### src/rtl/aes_pkg.sv
// aes_pkg: shared AES state geometry helpers (legal column counts, ShiftRows offsets, byte indexing)
package aes_pkg;

  localparam int STAGES_MAX = 4;

  function automatic logic nb_legal(input int nb);
    return nb == 4 || nb == 6 || nb == 8;
  endfunction

  // Rijndael with 256-bit blocks shifts rows 2 and 3 by one extra column
  function automatic int row_off(input int nb, input int r);
    return (nb == 8 && r >= 2) ? r + 1 : r;
  endfunction

  function automatic int byte_idx(input int r, input int c);
    return 4 * c + r;
  endfunction

  function automatic int state_w(input int nb);
    return 32 * nb;
  endfunction

endpackage

### src/rtl/shift_rows_perm.sv
// shift_rows_perm: combinational ShiftRows/InvShiftRows byte permutation; byte 0 sits at the MSB end
module shift_rows_perm
  import aes_pkg::*;
#(
  parameter int NB = 4,
  localparam int W = state_w(NB)
) (
  input  logic         inv_i,
  input  logic [W-1:0] state_i,
  output logic [W-1:0] state_o
);

  for (genvar r = 0; r < 4; r++) begin : g_r
    for (genvar c = 0; c < NB; c++) begin : g_c
      localparam int F = byte_idx(r, (c + row_off(NB, r)) % NB);
      localparam int I = byte_idx(r, (c - row_off(NB, r) + NB) % NB);
      localparam int O = byte_idx(r, c);
      assign state_o[W-1-8*O -: 8] = inv_i ? state_i[W-1-8*I -: 8] : state_i[W-1-8*F -: 8];
    end
  end

endmodule

### src/rtl/shift_rows_pipe.sv
// shift_rows_pipe: elastic ShiftRows/InvShiftRows unit followed by a STAGES-deep valid/ready slot pipeline
module shift_rows_pipe
  import aes_pkg::*;
#(
  parameter int NB = 4,
  parameter int STAGES = 1,
  localparam int W = state_w(NB)
) (
  input  logic         clk,
  input  logic         asy_reset,
  input  logic         flush,
  input  logic         in_valid,
  output logic         in_ready,
  input  logic         in_inv,
  input  logic [W-1:0] in_state,
  output logic         out_valid,
  input  logic         out_ready,
  output logic         out_inv,
  output logic [W-1:0] out_state,
  output logic         busy
);

  logic [W-1:0]      perm;
  logic [STAGES-1:0] ld, vld_d, vld_q, inv_d, inv_q;
  logic [W-1:0]      dat_d [STAGES];
  logic [W-1:0]      dat_q [STAGES];

  if (!nb_legal(NB) || STAGES < 1 || STAGES > STAGES_MAX) begin : g_bad
    $error("shift_rows_pipe: illegal NB=%0d or STAGES=%0d", NB, STAGES);
  end

  shift_rows_perm #(.NB(NB)) u_perm (
    .inv_i  (in_inv),
    .state_i(in_state),
    .state_o(perm)
  );

  // a slot may load when it is empty or its contents move on this same edge
  always_comb begin
    ld[STAGES-1] = !vld_q[STAGES-1] || out_ready;
    for (int k = STAGES - 2; k >= 0; k--) ld[k] = !vld_q[k] || ld[k+1];
  end

  assign in_ready = asy_reset && !flush && ld[0];

  always_comb begin
    vld_d = vld_q;
    inv_d = inv_q;
    dat_d = dat_q;
    if (ld[0]) vld_d[0] = in_valid && in_ready;
    if (ld[0] && in_valid && in_ready) begin
      inv_d[0] = in_inv;
      dat_d[0] = perm;
    end
    for (int k = 1; k < STAGES; k++) begin
      if (ld[k]) vld_d[k] = vld_q[k-1];
      if (ld[k] && vld_q[k-1]) begin
        inv_d[k] = inv_q[k-1];
        dat_d[k] = dat_q[k-1];
      end
    end
    if (flush) vld_d = '0;
  end

  always_ff @(posedge clk or negedge asy_reset) begin
    if (!asy_reset) begin
      vld_q <= '0;
      inv_q <= '0;
      dat_q <= '{default: '0};
    end else begin
      vld_q <= vld_d;
      inv_q <= inv_d;
      dat_q <= dat_d;
    end
  end

  assign out_valid = vld_q[STAGES-1];
  assign out_inv   = inv_q[STAGES-1];
  assign out_state = dat_q[STAGES-1];
  assign busy      = |vld_q;

endmodule
### config.mk
export PLATFORM = sky130hd
export DESIGN_NAME = shift_rows_pipe
export DESIGN_NICKNAME = d
export VERILOG_FILES = /design/src/rtl/aes_pkg.sv /design/src/rtl/shift_rows_perm.sv /design/src/rtl/shift_rows_pipe.sv
export SDC_FILE = /design/constraint.sdc
export NUM_CORES = 1
export LEC_CHECK = 0
export ABC_AREA = 1
export CAP_MARGIN = 20
export CORE_MARGIN = 1
export CORE_UTILIZATION = 40
export CTS_CLUSTER_DIAMETER = 120
export DETAILED_ROUTE_END_ITERATION = 10
export HOLD_SLACK_MARGIN = 0.06
export PLACE_DENSITY = 0.87
export RECOVER_POWER = 50
export SYNTH_ARGS = -nofsm -noshare
export SYNTH_HDL_FRONTEND = slang
export SYNTH_HIERARCHICAL = 1
export SYNTH_SLANG_ARGS = --single-unit
export TNS_END_PERCENT = 50
### constraint.sdc
create_clock -name clk -period 1.2 [get_ports clk]
set_input_delay 0.18 -clock clk [delete_from_list [all_inputs] [get_ports clk]]
set_output_delay 0.18 -clock clk [all_outputs]
set_load 0.02 [all_outputs]
# --- Word level (Yosys, flattened, before mapping) ---
# Cells that the tools add are included.
word_totals:
  ff_bits: 130
  in_bits: 134
  out_inout_bits: 132
  elab_cells: 22
classes:
  mux: 10
  n_reduce_logical: 9
op_table:
  columns: ["cell", "n"]
  rows:
  - ["$mux 8", 8]
  - ["$logic_and 1x1->1", 5]
  - ["$logic_not 1->1", 2]
  - ["$mux 1", 2]
  - ["$reduce_bool 2->1", 1]
  - ["$logic_or 1x1->1", 1]

# --- Logic depth before layout (Yosys ltp) ---
# Gate-level depths: netlist of run 1.
depth:
  depth_word: 6
  depth_mapped: 7
  ltp_nobuf: 5

# --- Hierarchy ---
# The synthesis of run 1 kept the hierarchy.
by_module_without_submodules:
  columns: ["module", "n_inst", "cells_each", "area_per_inst_um2", "seq_area_each_um2"]
  rows:
  - ["shift_rows_pipe", 1, 581, 5343.9, 3253.1]
  - ["shift_rows_perm", 1, 270, 1325.0, 0.0]

# --- Worst setup path before layout of run 1 ---
# No wires, ideal clock.
synth_timing:
  kind: "register to register"
  from: "register vld_q, in the netlist busy"
  to: "register dat_q, in the netlist out_state[38]"
  setup_ps: 117
  arrival_ps: 1168
  required_time_ps: 1083
  setup_slack_ps: -86
  stages_incl_launch_ff: 7
  path_buffers: 2
  synth_period_minus_slack_ps: 1286
  cell_sequence: "dfrtp_1 nand2_1 nand3_1 buf_4 buf_2 nand2_1 nand2_1"
synth_between:
  elab_chain_len: 4
  word_cells_on_any_way: 5
  classes_between: "reduce/logical (5)"
synth_rtl:
  columns: ["item", "line", "text"]
  rows:
  - ["start, declared", "shift_rows_pipe.sv:24", "logic [STAGES-1:0] ld, vld_d, vld_q, inv_d, inv_q;"]
  - ["start signal, assigned", "shift_rows_pipe.sv:71", "vld_q <= vld_d;"]
  - ["$logic_not 1->1 *", "shift_rows_pipe.sv:40", "ld[STAGES-1] = !vld_q[STAGES-1] || out_ready;"]
  - ["$logic_or 1x1->1 *", "shift_rows_pipe.sv:40", null]
  - ["$logic_and 1x1->1 (on tied branches)", "shift_rows_pipe.sv:51, shift_rows_pipe.sv:44", null]
  - ["$logic_and 1x1->1 *", "shift_rows_pipe.sv:51", "if (ld[0] && in_valid && in_ready) begin"]
  - ["end signal, assigned", "shift_rows_pipe.sv:73", "dat_q <= dat_d;"]
  - ["end, declared", "shift_rows_pipe.sv:26", "logic [W-1:0] dat_q [STAGES];"]
# Mark *: on every way between the ends. The rest lies on a longest branch, timed or not.
# A chain may end at the register's enable or synchronous reset.

# --- Final worst setup path of run 1 ---
layout_timing:
  from: "register vld_q, in the netlist busy"
  to: "output port in_ready"
layout_between:
  elab_chain_len: 3
layout_rtl:
  columns: ["item", "line", "text"]
  rows:
  - ["$logic_not 1->1", "shift_rows_pipe.sv:40", null]
  - ["$logic_or 1x1->1", "shift_rows_pipe.sv:40", null]
  - ["$logic_and 1x1->1", "shift_rows_pipe.sv:44", "assign in_ready = asy_reset && !flush && ld[0];"]
  - ["end, declared", "shift_rows_pipe.sv:13", "output logic in_ready,"]
# Every way passes these cells.

==> results.sh, run 1 <==
export IMPL_synth_flop_cell="dfrtp_1"
export IMPL_hp_class="in -> reg"
export IMPL_congestion_overflow_gr=0
export IMPL_cp_slowest_stage_delay_ps=430
export IMPL_postLayoutCoreUtil_pct=58.14
export IMPL_cell_at_the_root_of_the_clock_tree="clkbuf_16"
export IMPL_synth_seq_area_share_pct=48.78
export IMPL_post_synth_inst_count=851
export IMPL_power_density_cell_area_mw_per_mm2=1551
export IMPL_post_dp_hpwl_mm=13.91
export IMPL_fmaxAchievable_mhz=736.2
export IMPL_grt_setup_unrepaired="true"
export IMPL_synth_most_common_cell="nand2_1"
export IMPL_timing_critical_path_max_delay_family="flip-flops"
export IMPL_grt_start_max_net_pins=77
export IMPL_max_slew_worst_pin_slew_ps=1011
export IMPL_first_global_vias=6167
export IMPL_yosysWarningCount=6
export IMPL_area_growth_syn_to_layout_pct=40.00
export IMPL_multiInputGateArea_mm2=0.002608
export IMPL_antenna_found_initial=0
export IMPL_viasPerCell=5.247
export IMPL_clock_latency_on_the_worst_skew_pair_ps=410
export IMPL_numCtsBuffers=17
export IMPL_synth_largest_area_cell="dfrtp_1"
export IMPL_first_iter_violations=463
export IMPL_ios=266
export IMPL_clock_skew_final_ps=5.770
export IMPL_route_final_wire_length_mm=22.53
export IMPL_clk_path_buf_depth=2
export IMPL_leakagePower_nw=5.003
export IMPL_worst_endpoint_required_ps=1020
export IMPL_net_switching_fraction_of_the_power_pct=33.69
export IMPL_share_clk_of_total_power_pct=34.1
export IMPL_slowest_stage="dfrtp_2"
export IMPL_hold_violations=0
export IMPL_coreArea_mm2=0.01606
export IMPL_crit_path_cell_trace="nand2_4 -> and2_4 -> buf_6"
export IMPL_drt_antenna_violating_nets=0
export IMPL_crit_type="reg -> out"
export IMPL_synth_nets=985
export IMPL_die_y_um=131.1
export IMPL_r2r_slack_ps=-160
export IMPL_synth_enable_flop_cells=0
export IMPL_yosys_register_bits=130
export IMPL_nFillCells=1432
export IMPL_failed_checks="setup timing"
export IMPL_power_frac_comb_pct=27.4
export IMPL_antennaDiodeCount=0
export IMPL_final_area_mm2=0.009336
export IMPL_final_net_count=1179
export IMPL_clock_sinks=130
export IMPL_clock_tree_htree_level_count=4
export IMPL_drc=0
export IMPL_cts_reportedPaths_clkPinSlew_ps=60
export IMPL_grt_first_pass_wirelength_mm=32.90
export IMPL_die_width_um=131.1
export IMPL_pre_cts_ws_ps=-617.5
export IMPL_share_of_layout_cells_above_drive_strength_1_pct=21.93
export IMPL_timing_critical_path_arrival_ps=1180
export IMPL_initial_core_util_pct=41.53
export IMPL_synth_lib_cells_used_distinct=14
export IMPL_register_area_mm2=0.003254
export IMPL_timing_final_crit_period_ps=1358
export IMPL_timing_final_setup_violations=133
export IMPL_ir_worst_vdd_mv=0.9469
export IMPL_place_congestion=0.8658
export IMPL_maxSlewHeadroom_pct=32.59
export IMPL_fin_crit_sh_pct=113.2
export IMPL_async_flop_share_pct=100.0
export IMPL_final_critical_path_setup_slack_ps=-158.3
export IMPL_synthTopCellsByArea="dfrtp_1 (49%), nand2_1 (25%), nand4_1 (12%)"
export IMPL_drtPass1Iterations=5
export IMPL_p_sw_mw=4.879
export IMPL_synth_area_mm2=0.006669
export IMPL_design_power_total_mw=14.48
export IMPL_seq_power_share_pct=38.5
export IMPL_place_area_mm2=0.009012
export IMPL_critical_path_peak_fanout=2
export IMPL_critical_path_n_buffers_inverters=1
export IMPL_row_count=46
export IMPL_critPathCaptureType="output pin"
export IMPL_postSynthAreaPerCell_um2=7.837
export IMPL_clock_tree_from_tritoncts="done"
export IMPL_worst_hold_slack_ps=285.8
export IMPL_dieArea_mm2=0.01719
export IMPL_yosys_top_cells_count="nand2_1 (451), dfrtp_1 (130), nand4_1 (129)"
export IMPL_grt_usage_pct=24.33
export IMPL_start_kind="flip-flop"
export IMPL_p_int_mw=9.603
export IMPL_synth_top_area_share_pct=48.78
export IMPL_status="finished, violations left"
export IMPL_drv_cap=0
export IMPL_timing_max_transition_violations_final=0
export IMPL_route_vias_total=6685
export IMPL_wl_per_cell_um=17.68
export IMPL_place_port_buffers=265
stage by stage:
stage | instances | setup TNS [ps]
global route | 1274 | -21550
detailed placement | 1223 | -70510
CTS | 1258 | -17330
finish | 1274 | -9351
floorplan | 851 | 0
global placement | 1223 | -68540
layer usage:
layer  GRT usage, %  part of all wire (%)  vias to the layer above
met5              0                     0                        -
met4          11.24                   2.5                        0
met3          6.597                   8.1                       45
met2          40.07                    49                      359
met1          29.59                    40                     3178
li1               -                     -                     3103
cell type report:
cell class / instances / area share [%]
Sequential cell: 130 / 34.86
Timing Repair Buffer: 309 / 28.16
Multi-Input combinational cell: 584 / 27.93
Clock buffer: 19 / 4.851
Tap cell: 216 / 2.895
Clock inverter: 13 / 1.193
Inverter: 3 / 0.1206
flip-flops by register name, summed over array words and instances, names as in the netlist:
signal and flops:
out_state 128, out_inv 1, busy 1
layout by cell type (no fill, tap or decap):
| master | instances |
|---|---|
| nand2_1 | 431 |
| clkdlybuf4s50_1 | 130 |
| nand4_1 | 129 |
| dfrtp_1 | 129 |
| buf_2 | 127 |
| clkbuf_16 | 20 |
| nand2_2 | 17 |
| buf_4 | 17 |
| buf_12 | 14 |
| clkinvlp_4 | 7 |
| buf_6 | 6 |
| clkinv_2 | 4 |
| nand2_4 | 3 |
| buf_8 | 3 |
| clkbuf_1 | 3 |
| inv_1 | 2 |
| clkbuf_8 | 2 |
| buf_16 | 2 |
| clkbuf_4 | 2 |
| nor2_4 | 1 |
| and2_4 | 1 |
| nand3_4 | 1 |
| o21ai_0 | 1 |
| dfrtp_2 | 1 |
| bufinv_16 | 1 |
| inv_6 | 1 |
| dlygate4sd3_1 | 1 |
| clkbuf_2 | 1 |
| inv_2 | 1 |
final timing paths:
kind / from / endpoint / cells after the start
worst max-delay path: busy / in_ready / 3
worst max register to register: busy / out_state[95] / 7
max in group asynchronous: asy_reset / out_state[59] / 4
worst min register to register: out_state[126] / out_state[126] / 2
worst min-delay path: in_inv / out_inv / 4
min in group asynchronous: asy_reset / out_state[20] / 3
cell families (layout without fill, tap and decap cells):
kind of cell / count (synthesis) / after routing / share of synthesized area, %
and+or+nand+nor: 583 / 583 / 37.82
DFF: 130 / 130 / 48.78
buffers and inverters: 137 / 344 / 13.32
AOI/OAI and AO/OA: 1 / 1 / 0.07497
timing repair:
item,4_1_cts,5_1_grt
cloned,1,6
resized for setup,540,36
setup endpoints to repair,260,148
hold buffers,2,0
pin swaps,1,2
buffers inserted,0,10
endpoints found under the hold margin,18,0
worst reg2reg max path, cell delays in order, from the launching register on:
cell and delay, ps:
dfrtp_2 430, nand2_4 80, buf_12 130, nand3_4 150, buf_12 190, clkbuf_16 150
nand2_1 70, nand2_1 60
power groups by stage:
stage	logic (mW)	registers, mW	clock network [mW]
2_1_floorplan	1.19	6.56	0
3_3_place_gp	4.45	5.62	0
3_5_place_dp	4.54	5.63	0
4_1_cts	3.86	5.54	5.02
5_1_grt	4.26	5.66	5.24
6_report	3.97	5.57	4.94
Note: power is estimated with default switching activity, not from simulation.
==> inputs of run 2 (changes only) <==
CELL_PAD_IN_SITES_DETAIL_PLACEMENT = 1   (was default)
CELL_PAD_IN_SITES_GLOBAL_PLACEMENT = 2   (was default)
CORE_UTILIZATION = 21   (was 40)
PLACE_DENSITY = 0.84   (was 0.87)
SLEW_MARGIN = 25   (was default)
==> run 2 against run 1 <==
The run still ends with setup timing left. Sequential cell count unchanged. Critical path depth increased by 4. Via count decreased by 0.19%. Utilization decreased by 25 points. Cell area increased by 11%. Power increased by 9.0%. Cell count increased by 14%. First-iteration DRC count decreased by 35%. Maximum frequency increased by 0.52%. Largest cell class unchanged.
==> results.sh, run 2 (synthesis gave the netlist of run 1 again) <==
export IMPL_first_global_vias=6549
export IMPL_critical_path_peak_fanout=7
export IMPL_place_port_buffers=265
export IMPL_final_critical_path_setup_slack_ps=-151.2
export IMPL_clock_tree_from_tritoncts="done"
export IMPL_fmaxAchievable_mhz=740.1
export IMPL_drc=0
export IMPL_route_final_wire_length_mm=28.93
export IMPL_clk_path_buf_depth=2
export IMPL_place_area_mm2=0.009278
export IMPL_clock_skew_final_ps=9.867
export IMPL_worst_endpoint_required_ps=1500
export IMPL_critPathCaptureType="flip-flop"
export IMPL_hp_class="in -> async"
export IMPL_leakagePower_nw=5.280
export IMPL_die_y_um=180.2
export IMPL_clock_tree_htree_level_count=4
export IMPL_grt_usage_pct=15.73
export IMPL_first_iter_violations=302
export IMPL_cp_slowest_stage_delay_ps=430
export IMPL_final_net_count=1182
export IMPL_timing_final_setup_violations=133
export IMPL_numCtsBuffers=17
export IMPL_slowest_stage="dfrtp_2"
export IMPL_drv_cap=0
export IMPL_grt_start_max_net_pins=129
export IMPL_ir_worst_vdd_mv=0.8574
export IMPL_route_vias_total=6672
export IMPL_hold_violations=0
export IMPL_power_density_cell_area_mw_per_mm2=1523
export IMPL_cts_reportedPaths_clkPinSlew_ps=60
export IMPL_crit_type="reg -> reg"
export IMPL_die_width_um=180.2
export IMPL_grt_first_pass_wirelength_mm=39.83
export IMPL_final_common_cell="nand2_1"
export IMPL_post_dp_hpwl_mm=16.62
export IMPL_initial_core_util_pct=21.58
export IMPL_antenna_found_initial=2
export IMPL_share_of_layout_cells_above_drive_strength_1_pct=28.09
export IMPL_grt_busiest_layer="met2"
export IMPL_failed_checks="setup timing"
export IMPL_viasPerCell=4.576
export IMPL_grt_met1_usage_pct=20.43
export IMPL_gr_usage_met3_pct=4.426
export IMPL_timing_max_transition_violations_final=0
export IMPL_row_count=64
export IMPL_grt_setup_unrepaired="true"
export IMPL_coreArea_mm2=0.03091
export IMPL_congestion_overflow_gr=0
export IMPL_maxSlewHeadroom_pct=49.52
export IMPL_timing_final_crit_period_ps=1351
export IMPL_fin_crit_sh_pct=112.6
export IMPL_timing_critical_path_arrival_ps=1650
export IMPL_max_slew_worst_pin_slew_ps=757.2
export IMPL_wl_per_cell_um=19.84
export IMPL_start_kind="flip-flop"
export IMPL_final_area_mm2=0.01036
export IMPL_clock_latency_on_the_worst_skew_pair_ps=420
export IMPL_dieArea_mm2=0.03247
export IMPL_mostFrequentLayoutCells="nand2_1 (369), nand4_1 (129), clkdlybuf4s50_1 (129), dfrtp_1 (129), buf_2 (95)"
export IMPL_crit_path_cell_trace="nand2_4 -> buf_12 -> nand3_4 -> clkbuf_16 -> clkbuf_16 -> nand2_4 -> nand2_2"
export IMPL_cell_at_the_root_of_the_clock_tree="clkbuf_16"
export IMPL_drtPass1Iterations=5
export IMPL_clock_sinks=130
export IMPL_ios=266
export IMPL_design_power_total_mw=15.78
export IMPL_status="finished, violations left"
export IMPL_fraction_of_met2_tracks_used_by_global_routing_pct=25.19
export IMPL_flip_flop_count_of_the_largest_register_after_layout=128
export IMPL_drt_antenna_violating_nets=0
export IMPL_place_congestion=0.7675
export IMPL_area_growth_syn_to_layout_pct=55.31
-- run 2: changes by cell type in the layout (fill, tap and decap cells not counted), sizes merged --
cell,change
buf,-3
bufinv,+2
clkbuf,+6
clkdlybuf4s50,-1
clkinvlp,-3
diode,+1
dlygate4sd3,+1
dlymetal6s2s,+1
-- run 2: final timing paths --
path / start / to / slack [ps] / depth (start not counted)
worst max-delay path: busy / out_state[77] / -150 / 7
worst min-delay path: asy_reset / out_state[94] / 100 / 3
worst max register to register: busy / out_state[77] / -150 / 7
worst min register to register: out_state[96] / out_state[96] / 470 / 2
max in group asynchronous: asy_reset / out_state[28] / 180 / 4
min in group clk: flush / busy / 130 / 2
-- run 2: critical path: cells and delay by family (launching register included) --
| kind | cells | cell delay (ps) |
|---|---|---|
| AND/OR/NAND/NOR | 4 | 280 |
| buffers and inverters | 3 | 530 |
| flip-flops | 1 | 430 |
-- run 2: area by class of cell --
| cell class | count | area [µm²] |
|---|---|---|
| fillers | 3630 | 20550 |
| flip-flops and latches | 130 | 3254 |
| repair buffers | 312 | 3094 |
| multi-input cells | 584 | 2887 |
| well taps | 396 | 495.5 |
| clock buffers | 20 | 456.7 |
| clock inverters | 12 | 156.4 |
| inverters | 3 | 11.26 |
| diodes | 1 | 2.502 |
-- run 2: through the flow --
stage	worst slack [ps]	util [%]	hold WS, ps	TNS [ps]	cells
CTS	-156.5	30.27	63.18	-11880	1434
global placement	-574.8	30.02	110.2	-60510	1401
floorplan	11.82	-	-115.6	0	851
finish	-151.2	33.51	96.68	-14630	1458
detailed placement	-600.5	30.02	106.0	-64950	1401
global route	-201.7	33.51	120.9	-21440	1458
-- run 2: power breakdown --
part	total [mW]	leakage, nW	internal [mW]	switching [mW]
logic	4.52	3.37	1.90	2.62
registers	5.69	1.62	5.14	0.542
clock network	5.58	0.289	3.39	2.19
-- run 2: timing repair --
item | 4_1_cts | 5_1_grt
hold endpoints to repair | 2 | 1
endpoints found under the setup margin | 247 | 141
gates resized for setup | 484 | 167
hold buffers | 1 | 1
pin swaps | 11 | 4
gates cloned | 0 | 18
setup buffers | 0 | 4
-- run 2: layer usage --
layer	wire, µm	vias up
met4	416	2
li1	-	3124
met3	1750	28
met5	8	-
met2	13930	197
met1	12820	3321
==> inputs of run 3 (changes only) <==
ABC_CLOCK_PERIOD_IN_PS = 1200   (was default)
GPL_TIMING_DRIVEN = 0   (was default)
==> run 3 against run 2 <==
Critical endpoint is now in_ready. Clock skew is 4.0 ps lower. Global-route usage grew 2.4 points. Clock power down 5.4%. Sequential cell count unchanged. The flow still finishes with violations (setup timing). Largest cell class unchanged.
==> results.sh, run 3 (synthesis gave the netlist of run 1 again) <==
export IMPL_clk_path_buf_depth=2
export IMPL_critical_path_startpoint="busy"
export IMPL_viasPerCell=4.470
export IMPL_row_count=64
export IMPL_status="finished, violations left"
export IMPL_initial_core_util_pct=21.58
export IMPL_first_iter_violations=279
export IMPL_hp_class="in -> reg"
export IMPL_timing_critical_path_arrival_ps=1310
export IMPL_worst_hold_startpoint="in_state[111]"
export IMPL_route_vias_total=6955
export IMPL_clock_tree_htree_level_count=4
export IMPL_r2r_slack_ps=-200
export IMPL_fmaxAchievable_mhz=669.9
export IMPL_timing_final_crit_period_ps=1493
export IMPL_antenna_found_initial=5
export IMPL_power_density_cell_area_mw_per_mm2=1495
export IMPL_critPathCaptureType="output pin"
export IMPL_post_dp_hpwl_mm=20.51
export IMPL_clock_tree_from_tritoncts="done"
export IMPL_grt_setup_unrepaired="true"
export IMPL_cell_at_the_root_of_the_clock_tree="clkbuf_16"
export IMPL_maxSlewHeadroom_pct=51.71
export IMPL_route_final_wire_length_mm=29.37
export IMPL_share_of_layout_cells_above_drive_strength_1_pct=26.90
export IMPL_place_congestion=0.7952
export IMPL_failed_checks="setup timing"
export IMPL_place_port_buffers=201
export IMPL_drtPass1Iterations=4
export IMPL_timing_final_setup_violations=162
export IMPL_die_width_um=180.2
export IMPL_leakagePower_nw=5.402
export IMPL_mostFrequentLayoutCells="nand2_1 (450), buf_2 (152), nand4_1 (129), dfrtp_1 (129), buf_4 (86)"
export IMPL_place_detailed_instances=1449
export IMPL_ir_worst_vdd_mv=0.8110
export IMPL_flip_flop_count_of_the_largest_register_after_layout=128
export IMPL_numCtsBuffers=17
export IMPL_congestion_overflow_gr=0
export IMPL_coreArea_mm2=0.03091
export IMPL_critical_path_peak_fanout=3
export IMPL_hold_violations=0
export IMPL_fin_crit_sh_pct=124.4
export IMPL_drc=0
export IMPL_final_critical_path_setup_slack_ps=-292.8
export IMPL_area_growth_syn_to_layout_pct=50.45
export IMPL_die_y_um=180.2
export IMPL_worst_hold_slack_ps=106.0
export IMPL_worst_endpoint_required_ps=1020
export IMPL_postLayoutCoreUtil_pct=32.46
export IMPL_drt_antenna_violating_nets=0
export IMPL_clock_latency_on_the_worst_skew_pair_ps=420
export IMPL_clock_skew_final_ps=5.888
export IMPL_drv_cap=0
export IMPL_dieArea_mm2=0.03247
export IMPL_clock_sinks=130
export IMPL_final_common_cell="nand2_1"
export IMPL_wl_per_cell_um=18.88
export IMPL_timing_max_transition_violations_final=0
export IMPL_grt_usage_pct=18.09
export IMPL_worst_r2r_startpoint="busy"
export IMPL_crit_type="reg -> out"
export IMPL_start_kind="flip-flop"
export IMPL_ios=266
export IMPL_first_global_vias=7324
export IMPL_cts_reportedPaths_clkPinSlew_ps=60
export IMPL_grt_first_pass_wirelength_mm=44.57
export IMPL_grt_start_max_net_pins=74
export IMPL_final_net_count=1278
export IMPL_finalNonFillerCells=1556
export IMPL_max_slew_worst_pin_slew_ps=724.4
run 3: changes by cell type in the layout (fill, tap and decap cells not counted), moves of 55 or more:
cell and delta:
nand2_2 -55, clkdlybuf4s50_1 -62, buf_2 +57, buf_4 +70
dlygate4sd3_1 +61, nand2_1 +81
run 3: metal layers:
| layer | vias up | global-route usage (%) | share of wire [%] |
|---|---|---|---|
| li1 | 3304 | - | - |
| met1 | 3420 | 22.74 | 44 |
| met2 | 198 | 29.19 | 47 |
| met3 | 33 | 5.618 | 6.9 |
| met4 | 0 | 6.291 | 2.5 |
| met5 | - | 0 | 0 |
run 3: what timing repair did:
item	in CTS	in global routing
pin swaps	1	1
buffers inserted	7	0
hold endpoints to repair	151	130
setup endpoints to repair	262	152
resized for setup	587	32
gates cloned	0	1
hold buffers	61	3
run 3: path summary, 6_finish.rpt:
| kind | end | cells after the start |
|---|---|---|
| min in group asynchronous | out_state[3] | 3 |
| min | out_state[47] | 3 |
| max | in_ready | 4 |
| min reg2reg | out_state[51] | 2 |
| max reg2reg | out_state[59] | 7 |
| max in group asynchronous | out_state[58] | 4 |
run 3: critical path: stages (launching register included):
cell and delay [ps]:
dfrtp_2 410, nand2_4 80, buf_12 130, and2_4 150, buf_6 120
run 3: layout make-up:
cell class / instances / area (µm²)
timing repair buffer: 274 / 2151
multi-input combinational: 584 / 2550
clock inverter: 13 / 137.6
sequential: 130 / 3254
antenna: 4 / 10.01
buffer: 134 / 984.7
tap: 396 / 495.5
clock buffer: 18 / 439.2
inverter: 3 / 11.26
fill: 3734 / 20880
run 3: through the flow:
step | cell area, µm² | setup slack, ps | total power, mW | setup TNS, ps
floorplan | 6678 | 11.82 | 7.752 | 0
global placement | 9185 | -6571 | 10.20 | -1557290
detailed placement | 9218 | -1168 | 10.29 | -86290
CTS | 9917 | -331.7 | 15.16 | -26840
global route | 10030 | -342.5 | 15.76 | -37840
finish | 10030 | -292.8 | 15.00 | -18890
run 3: report_power, final:
part	total, mW	switching (mW)	internal, mW	leakage [nW]
registers	5.56	0.413	5.14	1.62
clock network	5.28	2.18	3.10	0.278
logic	4.16	2.59	1.57	3.50
